$ cat config.mk
export PLATFORM = sky130hd
export DESIGN_NAME = iterative_alu
export DESIGN_NICKNAME = d
export VERILOG_FILES = /design/src/rtl/iterative_alu.sv
export SDC_FILE = /design/constraint.sdc
export NUM_CORES = 1
export LEC_CHECK = 0
export ABC_CLOCK_PERIOD_IN_PS = 4530
export CELL_PAD_IN_SITES_DETAIL_PLACEMENT = 2
export CELL_PAD_IN_SITES_GLOBAL_PLACEMENT = 2
export CORE_MARGIN = 8
export CORE_UTILIZATION = 36
export CTS_CLUSTER_SIZE = 12
export DETAILED_ROUTE_END_ITERATION = 7
export GPL_TIMING_DRIVEN = 0
export PLACE_DENSITY = 0.9
export SLEW_MARGIN = 10
export SYNTH_ARGS = -nofsm -noshare
export SYNTH_HDL_FRONTEND = slang
export SYNTH_SLANG_ARGS = --single-unit
$ cat constraint.sdc
create_clock -name clk -period 4.53 [get_ports clk]
set_clock_uncertainty 0.2 [all_clocks]
set_input_delay 0.906 -clock clk [delete_from_list [all_inputs] [get_ports clk]]
set_output_delay 0.906 -clock clk [all_outputs]
set_load 0.02 [all_outputs]
$ cat src/rtl/iterative_alu.sv
// iterative_alu: handshaked ADD/SUB/MUL/DIV/MOD with WIDTH-step shift-add multiply and restoring divide.
// Optional macro ITER_ALU_OPCODE_ERR_EN: flag unsupported opcodes on error[2].
module iterative_alu #(
  parameter int WIDTH = 16
) (
  input  logic                 clk,
  input  logic                 rst,
  input  logic                 in_valid,
  output logic                 in_ready,
  input  logic [WIDTH-1:0]     inputA,
  input  logic [WIDTH-1:0]     inputB,
  input  logic [3:0]           op_code,
  output logic                 out_valid,
  input  logic                 out_ready,
  output logic [2*WIDTH-1:0]   R,
  output logic [2:0]           error
);

  localparam int CNT_W = $clog2(WIDTH + 1);

  localparam logic [3:0] OP_ADD = 4'b0000;
  localparam logic [3:0] OP_SUB = 4'b1000;
  localparam logic [3:0] OP_MUL = 4'b0100;
  localparam logic [3:0] OP_DIV = 4'b0010;
  localparam logic [3:0] OP_MOD = 4'b0001;

`ifdef ITER_ALU_OPCODE_ERR_EN
  localparam logic [2:0] UNSUP_ERR = 3'b100;
`else
  localparam logic [2:0] UNSUP_ERR = 3'b000;
`endif

  typedef enum logic [1:0] {
    ST_IDLE = 2'b00,
    ST_EXEC = 2'b01,
    ST_DONE = 2'b10
  } state_t;

  // MUL always iterates; DIV/MOD iterate only with a non-zero divisor.
  function automatic logic needs_iter(input logic [3:0] op, input logic [WIDTH-1:0] b);
    return (op == OP_MUL) || (((op == OP_DIV) || (op == OP_MOD)) && (b != {WIDTH{1'b0}}));
  endfunction

  state_t                 state_r;
  state_t                 state_nxt_s;
  logic [WIDTH-1:0]       a_r;
  logic [WIDTH-1:0]       b_r;
  logic [3:0]             op_r;
  logic [CNT_W-1:0]       cnt_r;
  logic [2*WIDTH-1:0]     work_r;
  logic [2*WIDTH-1:0]     result_r;
  logic [2:0]             error_r;
  logic                   out_valid_r;
  logic                   in_ready_r;

  logic                   accept_s;
  logic                   step_s;
  logic                   load_s;
  logic                   retire_s;

  logic                   sub_s;
  logic [WIDTH-1:0]       b_eff_s;
  logic [WIDTH:0]         sum_s;
  logic                   ovf_s;

  logic [WIDTH:0]         mul_sum_s;
  logic [2*WIDTH-1:0]     mul_nxt_s;
  logic [WIDTH:0]         div_shift_s;
  logic [WIDTH:0]         div_diff_s;
  logic [2*WIDTH-1:0]     div_nxt_s;

  logic [2*WIDTH-1:0]     result_s;
  logic [2:0]             error_s;

  // Add/subtract datapath; overflow is carry-into-MSB xor carry-out-of-MSB.
  always_comb begin
    sub_s   = (op_r == OP_SUB);
    b_eff_s = sub_s ? ~b_r : b_r;
    sum_s   = {1'b0, a_r} + {1'b0, b_eff_s} + {{WIDTH{1'b0}}, sub_s};
    ovf_s   = (sum_s[WIDTH-1] ^ a_r[WIDTH-1] ^ b_eff_s[WIDTH-1]) ^ sum_s[WIDTH];
  end

  // One shift-add multiply step and one restoring divide step; work_r holds {hi, lo}.
  always_comb begin
    mul_sum_s   = {1'b0, work_r[2*WIDTH-1:WIDTH]}
                + (work_r[0] ? {1'b0, b_r} : {(WIDTH+1){1'b0}});
    mul_nxt_s   = {mul_sum_s, work_r[WIDTH-1:1]};
    div_shift_s = {work_r[2*WIDTH-1:WIDTH], work_r[WIDTH-1]};
    div_diff_s  = div_shift_s - {1'b0, b_r};
    if (div_diff_s[WIDTH]) begin
      div_nxt_s = {div_shift_s[WIDTH-1:0], work_r[WIDTH-2:0], 1'b0};
    end else begin
      div_nxt_s = {div_diff_s[WIDTH-1:0], work_r[WIDTH-2:0], 1'b1};
    end
  end

  // Final result and error selection, loaded on the first DONE cycle.
  always_comb begin
    result_s = {(2*WIDTH){1'b0}};
    error_s  = 3'b000;
    case (op_r)
      OP_ADD, OP_SUB: begin
        result_s = {{WIDTH{sum_s[WIDTH-1]}}, sum_s[WIDTH-1:0]};
        error_s  = {2'b00, ovf_s};
      end
      OP_MUL: begin
        result_s = work_r;
      end
      OP_DIV: begin
        if (b_r == {WIDTH{1'b0}}) begin
          result_s = {(2*WIDTH){1'b1}};
          error_s  = 3'b010;
        end else begin
          result_s = {{WIDTH{1'b0}}, work_r[WIDTH-1:0]};
        end
      end
      OP_MOD: begin
        if (b_r == {WIDTH{1'b0}}) begin
          result_s = {(2*WIDTH){1'b1}};
          error_s  = 3'b010;
        end else begin
          result_s = {{WIDTH{1'b0}}, work_r[2*WIDTH-1:WIDTH]};
        end
      end
      default: begin
        result_s = {(2*WIDTH){1'b0}};
        error_s  = UNSUP_ERR;
      end
    endcase
  end

  // Next-state and control strobes.
  always_comb begin
    state_nxt_s = state_r;
    accept_s    = 1'b0;
    step_s      = 1'b0;
    load_s      = 1'b0;
    retire_s    = 1'b0;
    case (state_r)
      ST_IDLE: begin
        if (in_valid && in_ready_r) begin
          accept_s = 1'b1;
          if (needs_iter(op_code, inputB)) begin
            state_nxt_s = ST_EXEC;
          end else begin
            state_nxt_s = ST_DONE;
          end
        end else begin
          state_nxt_s = ST_IDLE;
        end
      end
      ST_EXEC: begin
        step_s = 1'b1;
        // Counter reaches WIDTH on this edge.
        if (cnt_r == CNT_W'(WIDTH - 1)) begin
          state_nxt_s = ST_DONE;
        end else begin
          state_nxt_s = ST_EXEC;
        end
      end
      ST_DONE: begin
        if (!out_valid_r) begin
          load_s      = 1'b1;
          state_nxt_s = ST_DONE;
        end else if (out_ready) begin
          retire_s    = 1'b1;
          state_nxt_s = ST_IDLE;
        end else begin
          state_nxt_s = ST_DONE;
        end
      end
      default: begin
        state_nxt_s = ST_IDLE;
      end
    endcase
  end

  // State register.
  always_ff @(posedge clk or posedge rst) begin
    if (rst) begin
      state_r <= ST_IDLE;
    end else begin
      state_r <= state_nxt_s;
    end
  end

  // Operand capture and iterative datapath.
  always_ff @(posedge clk or posedge rst) begin
    if (rst) begin
      a_r    <= {WIDTH{1'b0}};
      b_r    <= {WIDTH{1'b0}};
      op_r   <= 4'b0000;
      cnt_r  <= {CNT_W{1'b0}};
      work_r <= {(2*WIDTH){1'b0}};
    end else if (accept_s) begin
      a_r    <= inputA;
      b_r    <= inputB;
      op_r   <= op_code;
      cnt_r  <= {CNT_W{1'b0}};
      work_r <= {{WIDTH{1'b0}}, inputA};
    end else if (step_s) begin
      cnt_r  <= cnt_r + CNT_W'(1);
      work_r <= (op_r == OP_MUL) ? mul_nxt_s : div_nxt_s;
    end else begin
      cnt_r  <= cnt_r;
      work_r <= work_r;
    end
  end

  // Registered handshake and result outputs.
  always_ff @(posedge clk or posedge rst) begin
    if (rst) begin
      in_ready_r  <= 1'b1;
      out_valid_r <= 1'b0;
      result_r    <= {(2*WIDTH){1'b0}};
      error_r     <= 3'b000;
    end else begin
      in_ready_r <= (state_nxt_s == ST_IDLE);
      if (load_s) begin
        out_valid_r <= 1'b1;
        result_r    <= result_s;
        error_r     <= error_s;
      end else if (retire_s) begin
        out_valid_r <= 1'b0;
      end else begin
        out_valid_r <= out_valid_r;
      end
    end
  end

  assign in_ready  = in_ready_r;
  assign out_valid = out_valid_r;
  assign R         = result_r;
  assign error     = error_r;

endmodule

==> results_dict.tcl, run 1 <==
set metrics [dict create \
    status "finished clean" \
    arrival_ns 4.36 \
    layout_commonest_cell "nand2_1" \
    critPathMaxFanout 10 \
    syn2layout_area_growth_pct 18.5 \
    placed_area_sq_um 8940 \
    synthCells 913 \
    synth_edf_count 0 \
    first_pass_iters 5 \
    worstMarginPinSlew_ns 1.23 \
    reg2reg_slack_ns 0.21 \
    clock_sinks 111 \
    nets 1095 \
    slew_headroom_pct 16.8 \
    power.leakage_nw 4.13 \
    cts_tree "built" \
    die_x_microns 163 \
    fin_util_pct 42.9 \
    num-fill-cells 2383 \
    finalHoldViolCount 0 \
    dpl.hpwl_mm 23.9 \
    async_reset_ff_share_pct 100 \
    holdWs_ns 0.283 \
    antenna_found_initial 0 \
    cp-start-kind "flip-flop" \
    met1_length_mm 13.4 \
    ff_latch_area_sq_um 2780 \
    yosys-top-cells-area "dfrtp_1, nand2_1, ha_1" \
    synth-seq-cells 111 \
    h-tree-depth 3 \
    port_buffers 75 \
    drtAntennaViolNets 0 \
    synth_top_cell_by_area "dfrtp_1" \
    rr_endpoint "error[0]" \
    multiInputGateArea_sq_um 4720 \
    yosys_warnings 0 \
    num_io_pins 77 \
    place_ws_ns -0.223 \
    rows 54 \
    cp-endpoint "error[0]" \
    clk_pin_slew_ns 0.08 \
    dieArea_sq_um 26700 \
    place_congestion 0.914 \
    yosys_most_used_dff "dfrtp_1" \
    layout-drive-gt1-share_pct 5.86 \
    setup_viol_count_final 0 \
    start_util_pct 36.2 \
    netlist.area_leader.share_pct 35.3 \
    final_cell_mix "nand2_1, dfrtp_1, o21ai_0" \
    fin_setup_tns_ns 0 \
    placedCellCount 1269 \
    grt_pass1_vias 8457 \
    cp-end-kind "flip-flop" \
    timing.rr.start "op_r[1]" \
    setup_ws_ns 0.214 \
    holdBufCountCts 0 \
    powerDensity_nw_per_um2 821 \
    clockBufferDepth 2 \
    numCtsBuffers 9 \
    worstSetupPathType "reg2reg" \
    min_period_ns 4.32 \
    gr-total-overflow 0 \
    ys_seq_area_share_pct 35.6 \
    insertion_delay_ns 0.37 \
    antenna_cells 0 \
    initialDrtViolationCount 420 \
    ir_worst_vdd_uv 316 \
    required_ns 4.58 \
    wl_met2_mm 15.4 \
    ys_types 71 \
    drc 0 \
    grt_first_pass_wirelength_mm 49.5 \
    wl_per_cell_microns 24.8 \
    stdcell_count 1286 \
    syn-cell-area_sq_um 7810 \
    hold_class "reg2reg" \
    r2r_cells 13 \
    fmax_mhz 232 \
    cts_root_buffer "clkbuf_16" \
    grt_max_degree 58 \
    core_area_sq_um 21600 \
    avgSynthCellArea_sq_um 8.55 \
    p_total_mw 7.60 \
    worstSetupStartpoint "op_r[1]" \
    finalWirelength_mm 31.9 \
    final_max_slew_viol_count 0 \
    postLayoutCellArea_sq_um 9250 \
    rsz0062_at_grt "no" \
    timing.final.crit_share_pct 95.3 \
    synth_nets 1007 \
    cap_violations 0 \
    routed_via_density 5.95 \
    grtUsageTotal_pct 24.1 \
    top_layer "met4" \
    vias 7656 \
    dieHeight_microns 163 \
    dr_wl_met3_mm 1.75 \
]
==> synthesized netlist by cell type (3+ instances only) <==
cell type and instances:
a211oi_1 9, a21o_1 30, a21oi_1 63, a21oi_2 11, a221o_1 3, a22o_1 8, a22oi_1 9, a31oi_1 14
and2_1 18, and3_1 6, buf_1 4, buf_6 3, clkbuf_1 35, dfrtp_1 110, fa_1 3, ha_1 51
inv_1 26, mux2i_1 13, nand2_1 175, nand2b_1 9, nand3_1 16, nand4_1 4, nor2_1 30, nor2b_1 3
nor3_1 16, nor4_1 8, nor4b_1 3, o2111ai_1 10, o211ai_1 4, o21a_1 8, o21ai_0 85, o21ai_1 9
o21bai_1 5, o221ai_1 3, o22ai_1 3, o31ai_1 4, or2_2 3, or3_1 7, xnor2_1 37, xor2_1 17
==> cell families (layout without fill, tap and decap cells) <==
logic type                 Yosys count  in the layout  share of synthesized area (%)
and+or+nand+nor                    307            307                           18.0
muxes                               14             14                           1.81
buffers and inverters               73            166                           4.07
AOI/OAI and AO/OA                  298            298                           25.3
DFF                                111            111                           35.6
other                                1              1                         0.0480
adders and majority gates           54             54                           8.94
xor gates and xnor gates            55             55                           6.27
==> sequential cells by signal, indices dropped and copies added, names as in the netlist <==
signal     cells
in_ready       1
a_r           16
R             32
b_r           16
error          2
state_r        2
cnt_r          5
op_r           4
work_r        32
out_valid      1
==> worst min-delay path by stage <==
stage             start        to  cells after the start
2_1_floorplan  cnt_r[3]  cnt_r[3]                      1
6_report          R[20]     R[20]                      1
3_5_place_dp      R[20]     R[20]                      1
5_1_grt           R[26]     R[26]                      1
4_1_cts           R[20]     R[20]                      1
3_3_place_gp      R[19]     R[19]                      1
==> power breakdown <==
group | total (mW) | switching (mW) | internal (mW)
registers | 1.92 | 0.551 | 1.37
clock network | 0.839 | 0.426 | 0.414
logic | 4.84 | 3.00 | 1.84
==> final cells by class <==
type | count | share of cell area, %
clock inverter | 4 | 0.406
multi-input combinational | 729 | 51.0
buffer | 47 | 2.39
inverter | 26 | 1.11
clock buffer | 12 | 2.77
sequential | 111 | 30.0
tap | 280 | 3.79
timing repair buffer | 77 | 8.49
==> critical path: stages (launching register included) <==
cell      delay (ns)
dfrtp_1         0.58
nor3_4          0.08
nand2_1         0.33
clkbuf_2        0.40
o21ai_0         0.19
fa_1            0.49
a211oi_1        0.37
o21ai_0         0.29
nand3_1         0.16
o211ai_1        0.14
a21o_1          0.21
a21oi_1         0.24
xor2_1          0.42
o31ai_2         0.09
==> metal layers <==
layer  vias to the layer above  GRT usage [%]
met5                         -              0
met4                         0           12.6
met3                        86           3.10
met2                       258           40.3
met1                      3868           29.7
li1                       3444              -
==> what timing repair did <==
item,4_1_cts,5_1_grt
pin swaps,1,0
gates resized for setup,1,2
hold endpoints to repair,0,0
cloned,0,0
buffers inserted,1,0
endpoints found under the setup margin,17,4
Power figures use the tool's default switching activity.
==> run 2, diff against run 1 <==
--- a/config.mk
+++ b/config.mk
@@ -5,15 +5,17 @@
 export SDC_FILE = /design/constraint.sdc
 export NUM_CORES = 1
 export LEC_CHECK = 0
+export ABC_AREA = 1
 export ABC_CLOCK_PERIOD_IN_PS = 4530
 export CELL_PAD_IN_SITES_DETAIL_PLACEMENT = 2
 export CELL_PAD_IN_SITES_GLOBAL_PLACEMENT = 2
 export CORE_MARGIN = 8
-export CORE_UTILIZATION = 36
+export CORE_UTILIZATION = 33
 export CTS_CLUSTER_SIZE = 12
 export DETAILED_ROUTE_END_ITERATION = 7
 export GPL_TIMING_DRIVEN = 0
-export PLACE_DENSITY = 0.9
+export MAX_ROUTING_LAYER = met4
+export PLACE_DENSITY = 0.89
 export SLEW_MARGIN = 10
 export SYNTH_ARGS = -nofsm -noshare
 export SYNTH_HDL_FRONTEND = slang
==> run 2 against run 1 <==
  * Wire length up 8.1%
  * Sequential share of layout area down 0.79 points
  * Sequential power down 7%
  * Setup slack better by 0.27 ns
  * Cell area up 2.7%
  * Register-to-register slack better by 0.27 ns
  * Critical path type unchanged
  * First-iteration DRC count up 35%
  * Largest cell class unchanged
  * Combinational power up 11%
  * Utilization down 3.4 points
  * Via count up 11%
==> results_dict.tcl, run 2 <==
set metrics [dict create \
    rr_endpoint "R[10]" \
    final_cell_mix "nand2_1, inv_1, o21ai_0" \
    final_max_slew_viol_count 0 \
    avgSynthCellArea_sq_um 7.02 \
    hold_path_depth 2 \
    slew_headroom_pct 30.2 \
    grt_first_pass_wirelength_mm 54.2 \
    cpMostUsedCell "o21ai_0" \
    drtAntennaViolNets 0 \
    dieHeight_microns 172 \
    fin_setup_tns_ns 0 \
    layout-drive-gt1-share_pct 4.63 \
    clockBufferDepth 2 \
    holdBufCountCts 0 \
    min_period_ns 4.04 \
    first_pass_iters 5 \
    antenna_found_initial 0 \
    postLayoutCellArea_sq_um 9500 \
    grt_pass1_vias 9507 \
    ys_types 46 \
    nets 1321 \
    grt_busiest_layer "met2" \
    vias 8470 \
    ir_worst_vdd_uv 241 \
    netlist.area_leader.share_pct 34.4 \
    yosys_most_used_dff "dfrtp_1" \
    drc 0 \
    synthXorXnorAreaFrac_pct 3.83 \
    r2r_cells 16 \
    setup_viol_count_final 0 \
    h-tree-depth 3 \
    cts_root_buffer "clkbuf_16" \
    synth_common_cells "nand2_1, inv_1, o21ai_0" \
    synth_edf_count 0 \
    required_ns 4.57 \
    grt_max_degree 62 \
    powerDensity_nw_per_um2 843 \
    yosys-top-cells-area "dfrtp_1, nand2_1, ha_1" \
    power.leakage_nw 4.85 \
    slowest_stage "buf_1" \
    yosys.area_share.simple_pct 27.3 \
    wl_per_cell_microns 22.2 \
    critPathMaxFanout 10 \
    cp-start-kind "flip-flop" \
    dieArea_sq_um 29500 \
    syn-cell-area_sq_um 8010 \
    postCtsResizedCells 0 \
    hold_class "reg2reg" \
    clock_sinks 111 \
    start_util_pct 33.3 \
    yosysMostFrequentCell "nand2_1" \
    layout_commonest_cell "nand2_1" \
    placedCellCount 1540 \
    place_congestion 0.910 \
    port_buffers 75 \
    num_io_pins 77 \
    synth_top_family_by_area "simple AND/OR/NAND/NOR gates" \
    use_met3_pct 2.52 \
    stdcell_count 1557 \
    synth_top_cell_by_area "dfrtp_1" \
    worstSetupPathType "reg2reg" \
    gr-usage-met2_pct 40.6 \
    initialDrtViolationCount 569 \
    grtUsageTotal_pct 24.5 \
    numCtsBuffers 9 \
    cp_cell_sequence "inv_2 > nor2_2 > nand2_4 > buf_1 > a21oi_1 > fa_1 > nand2_1 > nand2_1 > o21ai_0 > inv_1 > a21oi_1 > o21ai_0 > o21ai_0 > nand3_1 > o21ai_0 > nand2_1" \
    async_reset_ff_share_pct 100 \
    cts_tree "built" \
    synthCells 1140 \
    cap_violations 0 \
    hold_end "R[12]" \
    placed_area_sq_um 9190 \
    yosys_warnings 0 \
    min_from "R[12]" \
    clk_pin_slew_ns 0.10 \
    cp-end-kind "flip-flop" \
    finalHoldViolCount 0 \
    timing.final.crit_share_pct 89.3 \
    rsz0062_at_grt "no" \
    max_stage_delay_ns 0.57 \
    core_area_sq_um 24000 \
    cts_setup_buffers 0 \
    rows 57 \
    arrival_ns 4.08 \
    gr-total-overflow 0 \
    finalWirelength_mm 34.5 \
    p_total_mw 8.01 \
    synth-seq-cells 111 \
    synth_fa_ha_area_share_pct 8.72 \
    insertion_delay_ns 0.38 \
    dpl.hpwl_mm 27.0 \
    holdWs_ns 0.288 \
    reg2reg_slack_ns 0.49 \
    syn2layout_area_growth_pct 18.7 \
    timing.rr.start "op_r[3]" \
    worstMarginPinSlew_ns 1.04 \
    routed_via_density 5.44 \
    fmax_mhz 247 \
    ys_seq_area_share_pct 34.7 \
    use_met1_pct 30.3 \
    die_x_microns 172 \
    synth_nets 1234 \
    synth.area.mux_share_pct 0 \
    status "finished clean" \
    synth_compound_area_share_pct 16.6 \
]
==> run 2: power by group <==
part           leakage [nW]  total [mW]  internal [mW]  switching [mW]
clock network         0.150       0.870          0.398           0.472
logic                  3.28        5.36           1.73            3.63
registers              1.42        1.79           1.38           0.405
==> run 2: layout make-up <==
cell class	count	area [sq um]
fillers	2874	14500
inverters	138	523
flip-flops and latches	111	2780
clock buffers	9	225
plain buffers	41	183
diodes	1	2.50
multi-input cells	850	4530
repair buffers	76	778
well taps	324	405
clock inverters	7	81.3
==> run 2: how the worst max path moves through the flow <==
stage	startpoint	end	slack (ns)	cells after the start
final	op_r[3]	R[10]	0.49	16
after global routing	op_r[3]	R[10]	0.29	16
after CTS	op_r[3]	R[10]	0.55	16
after detailed placement	op_r[3]	R[10]	0.60	16
after global placement	rst	b_r[10]	-1.49	2
after floorplan	rst	R[0]	0.50	1
==> run 2: cells by family after synthesis <==
kind of cell	Yosys count
flip-flops	111
buffers and inverters	179
other	1
adder cells (fa/ha/maj)	54
AND/OR/NAND/NOR	517
AO/OA/AOI/OAI	243
XOR/XNOR	35
==> run 2: critical path, delay by kind of cell (launching register included) <==
kind / cells / cell delay, ns
AO/OA/AOI/OAI: 6 / 1.44
flip-flops: 1 / 0.40
adder cells (fa/ha/maj): 1 / 0.45
buffers and inverters: 3 / 0.78
AND/OR/NAND/NOR: 6 / 0.61
==> run 2: per-layer routing <==
layer | wire length [microns] | vias up | part of all wire [%]
li1 | - | 3902 | -
met3 | 1610 | 70 | 4.6
met4 | 1190 | 0 | 3.4
met5 | 0 | - | 0
met1 | 15300 | 4245 | 44
met2 | 16400 | 253 | 48
==> run 2: per-stage QoR <==
| stage | worst slack, ns | util [%] |
|---|---|---|
| 4_1_cts | 0.552 | 39.5 |
| 2_1_floorplan | 0.495 | - |
| 3_3_place_gp | -1.49 | 38.1 |
| 5_1_grt | 0.291 | 39.5 |
| 6_report | 0.485 | 39.5 |
| 3_5_place_dp | 0.596 | 38.3 |
